--- src/rtl/mdu_seq.sv ---
// Sequential multiply/divide unit: radix-2 shift-add multiply, restoring divide, signed or unsigned.
// Latency: WIDTH+2 cycles from the accepting edge to done (2 cycles for divide by zero).
// Backpressure: start is only sampled in IDLE; requests while busy are dropped.
module mdu_seq #(
    parameter int WIDTH = 32
) (
    input  logic             clk,
    input  logic             rst,
    input  logic             start,
    input  logic [1:0]       op,
    input  logic [WIDTH-1:0] A,
    input  logic [WIDTH-1:0] B,
    output logic             busy,
    output logic             done,
    output logic [WIDTH-1:0] HI,
    output logic [WIDTH-1:0] LO,
    output logic             div_zero
);

    localparam int CNT_W = $clog2(WIDTH) + 1;

    typedef enum logic [1:0] {IDLE, CALC, FIX, DONE} state_t;

    state_t             state, state_nxt;
    logic               is_div, neg_p, neg_r, dz;
    logic [WIDTH-1:0]   amag, bmag;
    logic [2*WIDTH-1:0] acc;
    logic [WIDTH:0]     rem;
    logic [CNT_W-1:0]   cnt;

    logic [WIDTH-1:0]   a_abs, b_abs;
    logic [WIDTH:0]     mul_sum;
    logic [WIDTH+1:0]   div_trial;
    logic               last_iter;
    logic [WIDTH-1:0]   fix_hi, fix_lo;
    logic [2*WIDTH-1:0] prod_fix;

    always_comb begin
        a_abs     = (op[0] && A[WIDTH-1]) ? -A : A;
        b_abs     = (op[0] && B[WIDTH-1]) ? -B : B;
        mul_sum   = {1'b0, acc[2*WIDTH-1:WIDTH]} + (acc[0] ? {1'b0, amag} : '0);
        // Borrow out of the top bit means the trial subtract failed and the remainder is restored.
        div_trial = {rem, acc[WIDTH-1]} - {2'b00, bmag};
        last_iter = (cnt == CNT_W'(WIDTH - 1));
        prod_fix  = neg_p ? -acc : acc;
        fix_hi    = prod_fix[2*WIDTH-1:WIDTH];
        fix_lo    = prod_fix[WIDTH-1:0];
        if (dz) begin
            fix_hi = neg_r ? -amag : amag;
            fix_lo = '1;
        end else if (is_div) begin
            fix_hi = neg_r ? -rem[WIDTH-1:0] : rem[WIDTH-1:0];
            fix_lo = neg_p ? -acc[WIDTH-1:0] : acc[WIDTH-1:0];
        end
    end

    always_comb begin
        state_nxt = state;
        busy      = (state != IDLE);
        done      = (state == DONE);
        case (state)
            IDLE: if (start) state_nxt = (op[1] && (B == '0)) ? FIX : CALC;
            CALC: if (last_iter) state_nxt = FIX;
            FIX:  state_nxt = DONE;
            DONE: state_nxt = IDLE;
            default: state_nxt = IDLE;
        endcase
    end

    always_ff @(posedge clk) begin
        if (rst) begin
            state    <= IDLE;
            is_div   <= 1'b0;
            neg_p    <= 1'b0;
            neg_r    <= 1'b0;
            dz       <= 1'b0;
            amag     <= '0;
            bmag     <= '0;
            acc      <= '0;
            rem      <= '0;
            cnt      <= '0;
            HI       <= '0;
            LO       <= '0;
            div_zero <= 1'b0;
        end else begin
            state <= state_nxt;
            case (state)
                IDLE: if (start) begin
                    is_div <= op[1];
                    neg_p  <= op[0] & (A[WIDTH-1] ^ B[WIDTH-1]);
                    neg_r  <= op[0] & A[WIDTH-1];
                    dz     <= op[1] && (B == '0);
                    amag   <= a_abs;
                    bmag   <= b_abs;
                    // Low half holds the multiplier for multiply, the dividend/quotient for divide.
                    acc    <= {{WIDTH{1'b0}}, (op[1] ? a_abs : b_abs)};
                    rem    <= '0;
                    cnt    <= '0;
                end
                CALC: begin
                    cnt <= cnt + 1'b1;
                    if (!is_div) begin
                        acc <= {mul_sum, acc[WIDTH-1:1]};
                    end else begin
                        acc[WIDTH-1:0] <= {acc[WIDTH-2:0], ~div_trial[WIDTH+1]};
                        rem <= div_trial[WIDTH+1] ? {rem[WIDTH-1:0], acc[WIDTH-1]}
                                                  : div_trial[WIDTH:0];
                    end
                end
                FIX: begin
                    HI       <= fix_hi;
                    LO       <= fix_lo;
                    div_zero <= dz;
                end
                default: ;
            endcase
        end
    end

endmodule
--- config.mk ---
export PLATFORM = sky130hd
export DESIGN_NAME = mdu_seq
export DESIGN_NICKNAME = d
export VERILOG_FILES = /design/src/rtl/mdu_seq.sv
export SDC_FILE = /design/constraint.sdc
export NUM_CORES = 1
export LEC_CHECK = 0
export ABC_CLOCK_PERIOD_IN_PS = 4600
export CELL_PAD_IN_SITES_DETAIL_PLACEMENT = 1
export CELL_PAD_IN_SITES_GLOBAL_PLACEMENT = 2
export CORE_ASPECT_RATIO = 0.6
export CORE_MARGIN = 4
export CORE_UTILIZATION = 30
export CTS_BUF_LIST = sky130_fd_sc_hd__clkbuf_2
export CTS_CLUSTER_DIAMETER = 200
export DETAILED_ROUTE_END_ITERATION = 8
export PLACE_DENSITY_LB_ADDON = 0.1
export SETUP_SLACK_MARGIN = 0.4
export SKIP_LAST_GASP = 1
export SYNTH_ARGS = -nofsm -noshare
export SYNTH_HDL_FRONTEND = slang
export SYNTH_SLANG_ARGS = --single-unit
--- constraint.sdc ---
create_clock -name clk -period 4.6 [get_ports clk]
set_input_delay 0.92 -clock clk [delete_from_list [all_inputs] [get_ports clk]]
set_output_delay 0.92 -clock clk [all_outputs]
set_load 0.02 [all_outputs]
==> results.sh, run 1 <==
export IMPL_portBuffers=135
export IMPL_rr_worst_depth=11
export IMPL_slew_headroom_pct=21.6
export IMPL_cp_arrival_ns=4.81
export IMPL_drc_errors=0
export IMPL_route_vias_total=17532
export IMPL_wl_um=75500
export IMPL_numClockSinks=238
export IMPL_cts_root_buffer="clkbuf_2"
export IMPL_die_area_sq_mm=0.0622
export IMPL_hold_depth=2
export IMPL_rsz0062_at_grt="false"
export IMPL_path_class="reg -> reg"
export IMPL_cp_buffers_inverters=1
export IMPL_crit_chain="inv_1, ha_1, a21oi_1, o21ai_0, a221oi_1, a31oi_2, a311oi_2, nor3_1, a31o_2, o41ai_1, o21ai_0"
export IMPL_firstDrtPassIters=5
export IMPL_cts_max_level=3
export IMPL_netlist_area_sq_mm=0.0174
export IMPL_io_pins=136
export IMPL_num_rows=68
export IMPL_hold_viol=0
export IMPL_layout_common_cells="nor2_1 (250), dfxtp_1 (234), nand2_1 (212)"
export IMPL_fin_crit_sh_pct=86.0
export IMPL_avgSynthCellArea_sq_um=7.71
export IMPL_p_leak_nw=7.62
export IMPL_cp_max_fo=4
export IMPL_via_per_inst=5.50
export IMPL_grt_pass1_wl_um=113000
export IMPL_coreArea_sq_mm=0.0575
export IMPL_finalSetupTns_ns=0
export IMPL_reg2reg_to="rem[27]"
export IMPL_setup_ws_ns=0.645
export IMPL_post_cts_setup_buffers=0
export IMPL_ir_drop_uv=227
export IMPL_postCtsHoldBufs=0
export IMPL_cts_resized=0
export IMPL_hp_class="in -> reg"
export IMPL_nNetsFinal=2519
export IMPL_crit_reg2reg_launch="bmag[6]"
export IMPL_ant_nets=0
export IMPL_die_h_um=195
export IMPL_drt_iter0_markers=1207
export IMPL_worstSetupStartpointType="register"
export IMPL_cpMaxStageDelayCell="o41ai_1"
export IMPL_synth_seq_cells=238
export IMPL_grt_usage_pct=23.7
export IMPL_grt_pass1_vias=17629
export IMPL_r2r_slack_ns=0.64
export IMPL_yosysSeqAreaShare_pct=27.3
export IMPL_cts_buffer_depth=3
export IMPL_antenna_found_initial=2
export IMPL_yosysWarnings=0
export IMPL_ys_types=82
export IMPL_grt_overflow_total=0
export IMPL_synth_async_sr_flop_share_pct=0
export IMPL_syn_nets=2410
export IMPL_power_density_mw_per_mm2=477
export IMPL_worst_setup_path_end_kind="register"
export IMPL_dpl_hpwl_um=58400
export IMPL_worst_path_most_repeated_cell="o21ai_0"
export IMPL_die_width_um=319
export IMPL_insertion_delay_ns=1.16
export IMPL_fin_crit_ns=3.96
export IMPL_dp_slack_ns=0.641
export IMPL_wl_per_cell_um=23.7
export IMPL_ys_flop_type="dfxtp_1"
export IMPL_drive_above_1_share_pct=8.91
export IMPL_gp_congestion=0.892
export IMPL_max_freq_mhz=253
export IMPL_initial_utilization_pct=30.3
export IMPL_worst_pin_slew_ns=1.17
export IMPL_syn_to_final_growth_pct=15.9
export IMPL_synth_edff_count=0
export IMPL_max_stage_delay_ns=0.65
export IMPL_finClkSkew_ns=0.172
export IMPL_cap_violations=0
export IMPL_worstHoldStart="rst"
export IMPL_cts_buffers=70
export IMPL_setup_viol=0
export IMPL_postSynthCellCount=2264
export IMPL_final_common_cell="nor2_1"
export IMPL_clkTransAtPathRegs_ns=0.10
export IMPL_cts_tree="built"
export IMPL_crit_family="compound AO/OA/AOI/OAI gates"
export IMPL_required_ns=5.46
export IMPL_hold_end="acc[34]"
export IMPL_grt_max_degree=109
export IMPL_drv_slew=0
export IMPL_status="complete, no violations"
## where the power goes
group	total (W)	internal, W	leakage, nW	switching [W]
clock	0.00169	0.000629	0.449	0.00106
combinational	0.00470	0.00172	5.22	0.00298
sequential	0.00325	0.00255	1.95	0.000708
total	0.00964	0.00489	7.62	0.00475
## how the worst max path moves through the flow
stage / startpoint / to / slack [ns] / depth (start not counted)
5_1_grt: bmag[6] / rem[27] / 0.42 / 11
3_3_place_gp: A[7] / acc[29] / 0.67 / 11
4_1_cts: bmag[6] / rem[27] / 0.65 / 11
6_report: bmag[6] / rem[27] / 0.64 / 11
2_1_floorplan: A[5] / acc[29] / 1.37 / 9
3_5_place_dp: A[7] / acc[29] / 0.64 / 11
## metal layers
layer  up-vias  global-route usage, %  wire length, um  part of all wire, %
met3        93                   6.04             4790                  6.3
li1       8472                      -                -                    -
met2       405                   34.3            30900                   41
met5         -                      0                0                    0
met1      8562                   35.1            38400                   51
met4         0                   5.16             1400                  1.8
## worst register-to-register path, stage by stage, from the launching register on
cell      delay, ns
dfxtp_1        0.34
inv_1          0.12
ha_1           0.38
a21oi_1        0.20
o21ai_0        0.12
a221oi_1       0.58
a31oi_2        0.25
a311oi_2       0.56
nor3_1         0.10
a31o_2         0.23
o41ai_1        0.65
o21ai_0        0.15
## final cells by class
type	count	area [sq um]
Antenna cell	7	17.5
Clock buffer	100	500
Clock inverter	12	83.8
Fill cell	7004	37300
Inverter	68	255
Multi-Input combinational cell	1813	11900
Sequential cell	238	4770
Tap cell	770	963
Timing Repair Buffer	182	1740
## logic make-up (layout without fill, tap and decap cells)
group           after synthesis  count (layout)  share of synthesized area [%]
simple gates                743             743                           20.1
xor+xnor                    223             223                           11.2
other cells                   0               7                              0
compound gates              687             687                           26.2
mux                          83              83                           4.86
fa+ha+maj                    77              77                           5.61
buf+inv                     213             362                           4.72
flops                       238             238                           27.3
## cells in the mapped netlist, types with 7 or more instances
| cell type | count | area share, % |
|---|---|---|
| a211oi_1 | 139 | 6.0 |
| a21o_1 | 38 | 1.6 |
| a21oi_1 | 124 | 3.6 |
| a22oi_1 | 19 | 0.82 |
| a31oi_1 | 18 | 0.65 |
| a32o_1 | 8 | 0.46 |
| and2_1 | 39 | 1.4 |
| buf_1 | 9 | 0.19 |
| buf_2 | 7 | 0.20 |
| clkbuf_1 | 127 | 2.7 |
| dfxtp_1 | 238 | 27 |
| ha_1 | 75 | 5.4 |
| inv_1 | 66 | 1.4 |
| mux2_2 | 14 | 0.90 |
| mux2i_1 | 69 | 4.0 |
| nand2_1 | 212 | 4.6 |
| nand2b_1 | 18 | 0.65 |
| nand3_1 | 38 | 1.1 |
| nand4_1 | 21 | 0.75 |
| nor2_1 | 251 | 5.4 |
| nor2b_1 | 15 | 0.54 |
| nor3_1 | 47 | 1.3 |
| nor4_1 | 19 | 0.68 |
| o211ai_1 | 19 | 0.82 |
| o21a_1 | 13 | 0.56 |
| o21ai_0 | 163 | 4.7 |
| o31ai_1 | 47 | 2.0 |
| o41ai_1 | 28 | 1.4 |
| or2_2 | 14 | 0.50 |
| or3_1 | 17 | 0.61 |
| or4_1 | 18 | 0.77 |
| xnor2_1 | 93 | 4.7 |
| xor2_1 | 130 | 6.5 |
## metrics by stage
stage	instances	instance area, sq um	total power, W	utilization (%)	hold WS [ns]
after floorplan	2264	17400	0.00599	-	0.436
after global placement	3071	19600	0.00789	34.1	0.441
after detailed placement	3071	19600	0.00796	34.1	0.457
after CTS	3183	20200	0.00971	35.1	0.179
after global routing	3189	20200	0.0103	35.2	0.177
final	3190	20200	0.00964	35.2	0.279
## registers in the layout (all words and copies together), names as in the netlist
name and flops:
dz 1, div_zero 1, amag 32, is_div 1, acc 64, LO 32
rem 33, neg_p 1, neg_r 1, HI 32, bmag 32, state 2
cnt 6
No activity file was read; power rests on OpenSTA's default activity.
==> inputs of run 2 (changes only) <==
- CORE_ASPECT_RATIO: 0.6 -> unset
- CORE_MARGIN: 4 -> 2
==> run 2 against run 1 <==
Against the previous run: clock skew fell by 0.098 ns; critical endpoint is now HI[12]; highest routed layer unchanged; count of clock-buffer cells in the layout is 3 higher; setup slack improved by 0.16 ns; fmax rose by 4.3%; wire length is 1.3% lower; final cell count is 0.25% higher; clock power up 5%.
==> results.sh, run 2 (same netlist as run 1, synthesis figures left out) <==
export IMPL_gp_congestion=0.873
export IMPL_pwr_share_seq_pct=32.5
export IMPL_path_class="reg -> reg"
export IMPL_hold_end="acc[35]"
export IMPL_wl_um=74500
export IMPL_grt_pass1_vias=17933
export IMPL_ant_nets=0
export IMPL_io_pins=136
export IMPL_r2r_slack_ns=0.81
export IMPL_insertion_delay_ns=1.05
export IMPL_fin_util_pct=35.2
export IMPL_grt_max_degree=106
export IMPL_top_regs="acc (64), rem (33)"
export IMPL_power_density_mw_per_mm2=482
export IMPL_setup_viol=0
export IMPL_worstHoldStart="rst"
export IMPL_post_cts_setup_buffers=0
export IMPL_antenna_found_initial=3
export IMPL_drive_above_1_share_pct=9.13
export IMPL_fin_crit_ns=3.79
export IMPL_wl_per_cell_um=23.3
export IMPL_fin_crit_sh_pct=82.4
export IMPL_finalSetupTns_ns=0
export IMPL_die_h_um=245
export IMPL_firstDrtPassIters=5
export IMPL_cts_max_level=3
export IMPL_grt_use_met1_pct=34.4
export IMPL_p_leak_nw=7.68
export IMPL_ir_drop_uv=257
export IMPL_grt_pass1_wl_um=113000
export IMPL_clkTransAtPathRegs_ns=0.10
export IMPL_cap_violations=0
export IMPL_largest_register_ffs=64
export IMPL_die_width_um=245
export IMPL_cts_tree="built"
export IMPL_coreArea_sq_mm=0.0576
export IMPL_worst_pin_slew_ns=1.14
export IMPL_drv_slew=0
export IMPL_met3_usage_pct=3.11
export IMPL_postCtsHoldBufs=0
export IMPL_layout_common_cells="nor2_1 (249), dfxtp_1 (234), nand2_1 (212)"
export IMPL_hold_depth=2
export IMPL_worstSetupStartpointType="register"
export IMPL_clock_power_share_pct=18.2
export IMPL_cts_buffers=74
export IMPL_p_sw_w=0.00477
export IMPL_final_common_cell="nor2_1"
export IMPL_crit_reg2reg_launch="acc[22]"
export IMPL_drc_errors=0
export IMPL_hp_class="in -> reg"
export IMPL_initial_utilization_pct=30.3
export IMPL_cp_arrival_ns=4.68
export IMPL_num_rows=88
export IMPL_status="complete, no violations"
export IMPL_grt_overflow_total=0
export IMPL_nFillCells=6984
export IMPL_portBuffers=135
export IMPL_hold_viol=0
export IMPL_drt_iter0_markers=1038
export IMPL_syn_to_final_growth_pct=16.3
export IMPL_cp_max_fo=6
export IMPL_finClkSkew_ns=0.0738
export IMPL_reg2reg_to="HI[12]"
export IMPL_crit_path_start="acc[22]"
export IMPL_required_ns=5.49
export IMPL_cts_root_buffer="clkbuf_2"
export IMPL_die_area_sq_mm=0.0601
export IMPL_rsz0062_at_grt="false"
export IMPL_p_comb_share_pct=49.2
export IMPL_cts_buffer_depth=3
export IMPL_crit_chain="buf_4, or4_1, nor3_2, and4_1, nand4_1, nor4_1, mux2_2, a221oi_1, a311oi_1"
export IMPL_max_freq_mhz=264
export IMPL_rr_worst_depth=9
export IMPL_nNetsFinal=2524
export IMPL_max_stage_delay_ns=0.74
export IMPL_internal_power_w=0.00500
export IMPL_switching_share_pct=48.8
export IMPL_via_per_inst=5.49
export IMPL_route_vias_total=17552
export IMPL_numClockSinks=238
export IMPL_worst_setup_path_end_kind="register"
export IMPL_grt_usage_pct=24.5
export IMPL_slew_headroom_pct=24.0
export IMPL_cpMaxStageDelayCell="or4_1"
export IMPL_met2_usage_pct=39.5
export IMPL_gr_max_usage_layer="met2"
export IMPL_cts_resized=0
export IMPL_dpl_hpwl_um=58200
export IMPL_regMostFlops="acc"
-- run 2: routing by layer --
layer / vias up / wire length (um)
li1: 8495 / -
met1: 8649 / 37000
met2: 332 / 33800
met3: 76 / 2670
met4: 0 / 1090
met5: - / 0
-- run 2: worst max-delay path by stage --
stage / to / cells after the start
5_1_grt: rem[10] / 11
3_3_place_gp: acc[20] / 10
4_1_cts: HI[20] / 10
6_report: HI[12] / 9
3_5_place_dp: acc[20] / 10
2_1_floorplan: acc[29] / 9
-- run 2: stage by stage --
step / cell area (sq um) / hold slack (ns) / worst slack [ns] / power (W) / cells
2_1_floorplan: 17400 / 0.436 / 1.37 / 0.00599 / 2264
3_3_place_gp: 19600 / 0.455 / 0.460 / 0.00796 / 3067
3_5_place_dp: 19600 / 0.457 / 0.488 / 0.00802 / 3067
4_1_cts: 20300 / 0.163 / 0.809 / 0.00986 / 3196
5_1_grt: 20300 / 0.245 / 0.532 / 0.0105 / 3198
6_report: 20300 / 0.294 / 0.809 / 0.00977 / 3198
-- run 2: final cells by class --
cell class / instances / area [sq um] / area share, %
multi-input cells: 1813 / 11900 / 58.6
well taps: 765 / 957 / 4.72
clock inverters: 26 / 156 / 0.771
diodes: 2 / 5.00 / 0.0247
clock buffers: 103 / 515 / 2.54
flip-flops and latches: 238 / 4770 / 23.5
repair buffers: 183 / 1730 / 8.54
inverters: 68 / 255 / 1.26
-- run 2: worst max-delay path: cells and delay by family, from the launching register on --
kind            cells  cell delay (ns)
compound gates      2             0.58
buf+inv             1             0.18
flops               1             0.31
mux                 1             0.37
simple gates        5             2.26
-- run 2: power by group through the flow --
stage          clock network (W)  logic [W]  registers, W
2_1_floorplan                  0    0.00287       0.00312
3_3_place_gp                   0    0.00475       0.00320
3_5_place_dp                   0    0.00480       0.00322
4_1_cts                  0.00187    0.00482       0.00317
5_1_grt                  0.00198    0.00524       0.00324
6_report                 0.00178    0.00481       0.00318
==> edit (settings of run 2) <==
Compare `cnt` against `CNT_W'(WIDTH - 1)` with >= in place of ==.
--- a/src/rtl/mdu_seq.sv
+++ b/src/rtl/mdu_seq.sv
@@ -43,3 +43,3 @@
         div_trial = {rem, acc[WIDTH-1]} - {2'b00, bmag};
-        last_iter = (cnt == CNT_W'(WIDTH - 1));
+        last_iter = (cnt >= CNT_W'(WIDTH - 1));
         prod_fix  = neg_p ? -acc : acc;
Behaviour: no difference found for any inputs over 4 cycles, from zero or initial values and one cycle with rst high; that may be too few to reach the edited logic, so the function may still have changed.
==> edit against run 2 <==
- clock skew is 0.085 ns higher
- routed wire length is 2.7% higher
- via count is 0.27% higher
- synthesized area is 1.3% lower
- worst hold slack worse by 0.033 ns
- critical path type unchanged
- sequential cell count stayed put
- utilization is 0.48 points higher
- first-iteration DRC count is 19% higher
- setup slack worse by 0.11 ns
- largest power group unchanged
- total power is 0.83% higher
- final cell count is 0.63% lower
- design area is 0.38% lower
==> edit: results (changes against run 2) <==
clocking:
  cts_inserted_buffers: 76  # +2.7%
  clock_latency_ns: 1.11  # +0.06 ns
  cts-root-buf: "clkbuf_2"
final_layout:
  fillers: 6895  # -1.3%
  nets: 2511  # -0.52%
  multiInputGateArea_sq_mm: 0.01166  # -2.0%
timing:
  skew_ns: 0.1590  # +0.08526 ns
  worst_slew_pin_slew_ns: 1.022  # -0.1143 ns
synthesis:
  syn_nets: 2372  # -1.6%
  synth_commonest_cells: "262 x nor2_1, 238 x dfxtp_1, 164 x nand2_1"
  ys_seq_area_share_pct: 27.67  # +0.36 points
  synth.area.top_cells: "dfxtp_1 28%, a211oi_1 6.0%, xor2_1 6.0%"
  synth_area_per_cell_sq_um: 7.735  # +0.39%
detailed_routing:
  routed_wl_mm: 76.53  # +2.7%
  wl_per_cell_um: 24.08  # +3.4%
  dr.first_iter.drc_count: 1238  # +19%
  vias_per_cell: 5.538  # +0.90%
global_routing:
  antenna_found_initial: 5  # +2
  grt_pass1_wl_mm: 114.1  # +1.2%
  grtUsageTotal_pct: 25.38  # +0.88 points
  grt_max_degree: 67  # -37%
  grt_pass1_vias: 17860  # -0.42%
placed_design:
  dpl.cell_count: 3043  # -0.78%
  place.gp.congestion: 0.8845  # +1.3%
  dpl.hpwl_mm: 59.55  # +2.3%
critical_path:
  worstPathArrival_ns: 4.85  # +0.17 ns
  crit_fanout: 16  # +10
power:
  ir_drop_v: 0.0002599  # +0.95%
  p_leak_nw: 7.679  # about the same
outcome:
  outcome: "finished, final reports clean"
[edit: final cells by class]
cell class / count / share of cell area [%]
Antenna cell: 4 / 0.04953
Clock buffer: 104 / 2.576
Timing Repair Buffer: 206 / 9.305
Sequential cell: 238 / 23.59
Clock inverter: 27 / 0.7244
Tap cell: 756 / 4.681
Inverter: 74 / 1.374
Multi-Input combinational cell: 1769 / 57.70
[edit: final timing paths]
| path | start | endpoint | slack, ns | cells past startpoint |
|---|---|---|---|---|
| setup / recovery | acc[0] | acc[61] | 0.70 | 14 |
| hold / removal | rst | acc[41] | 0.26 | 2 |
| setup reg to reg | acc[0] | acc[61] | 0.70 | 14 |
| hold reg to reg | HI[1] | HI[1] | 0.45 | 2 |
[edit: worst max-delay path, cell delays in order (launching register included)]
cell and delay (ns):
dfxtp_1 0.77, inv_1 0.32, nor2_1 0.16, ha_1 0.22, inv_1 0.07, fa_1 0.40, nor2b_1 0.18, o31ai_1 0.13
a21oi_1 0.37, o211ai_1 0.18, nand3_1 0.24, a21oi_1 0.16, a21oi_1 0.28, xnor2_1 0.10, a22o_1 0.20
[edit: per-layer routing]
layer / global-route usage [%] / vias up / wire (um)
li1: - / 8376 / -
met1: 34.96 / 8662 / 36440
met2: 39.60 / 440 / 33610
met3: 4.715 / 121 / 4035
met4: 8.734 / 0 / 2450
met5: 0 / - / 0
[edit: logic make-up (layout without fill, tap and decap cells)]
logic type / after synthesis / in the layout / share of synthesized area (%)
simple gates: 707 / 707 / 19.56
other cells: 0 / 4 / 0
buf+inv: 219 / 411 / 4.839
xor+xnor: 232 / 232 / 11.80
mux: 68 / 68 / 4.091
compound gates: 685 / 685 / 26.36
flops: 238 / 238 / 27.67
fa+ha+maj: 77 / 77 / 5.682
[edit: power breakdown]
part           leakage (nW)  switching [mW]  internal [mW]  total [mW]
logic                  5.23            3.11           1.79        4.89
clock network         0.501            1.12          0.674        1.79
registers              1.95           0.643           2.53        3.17
total                  7.68            4.87           4.99        9.86
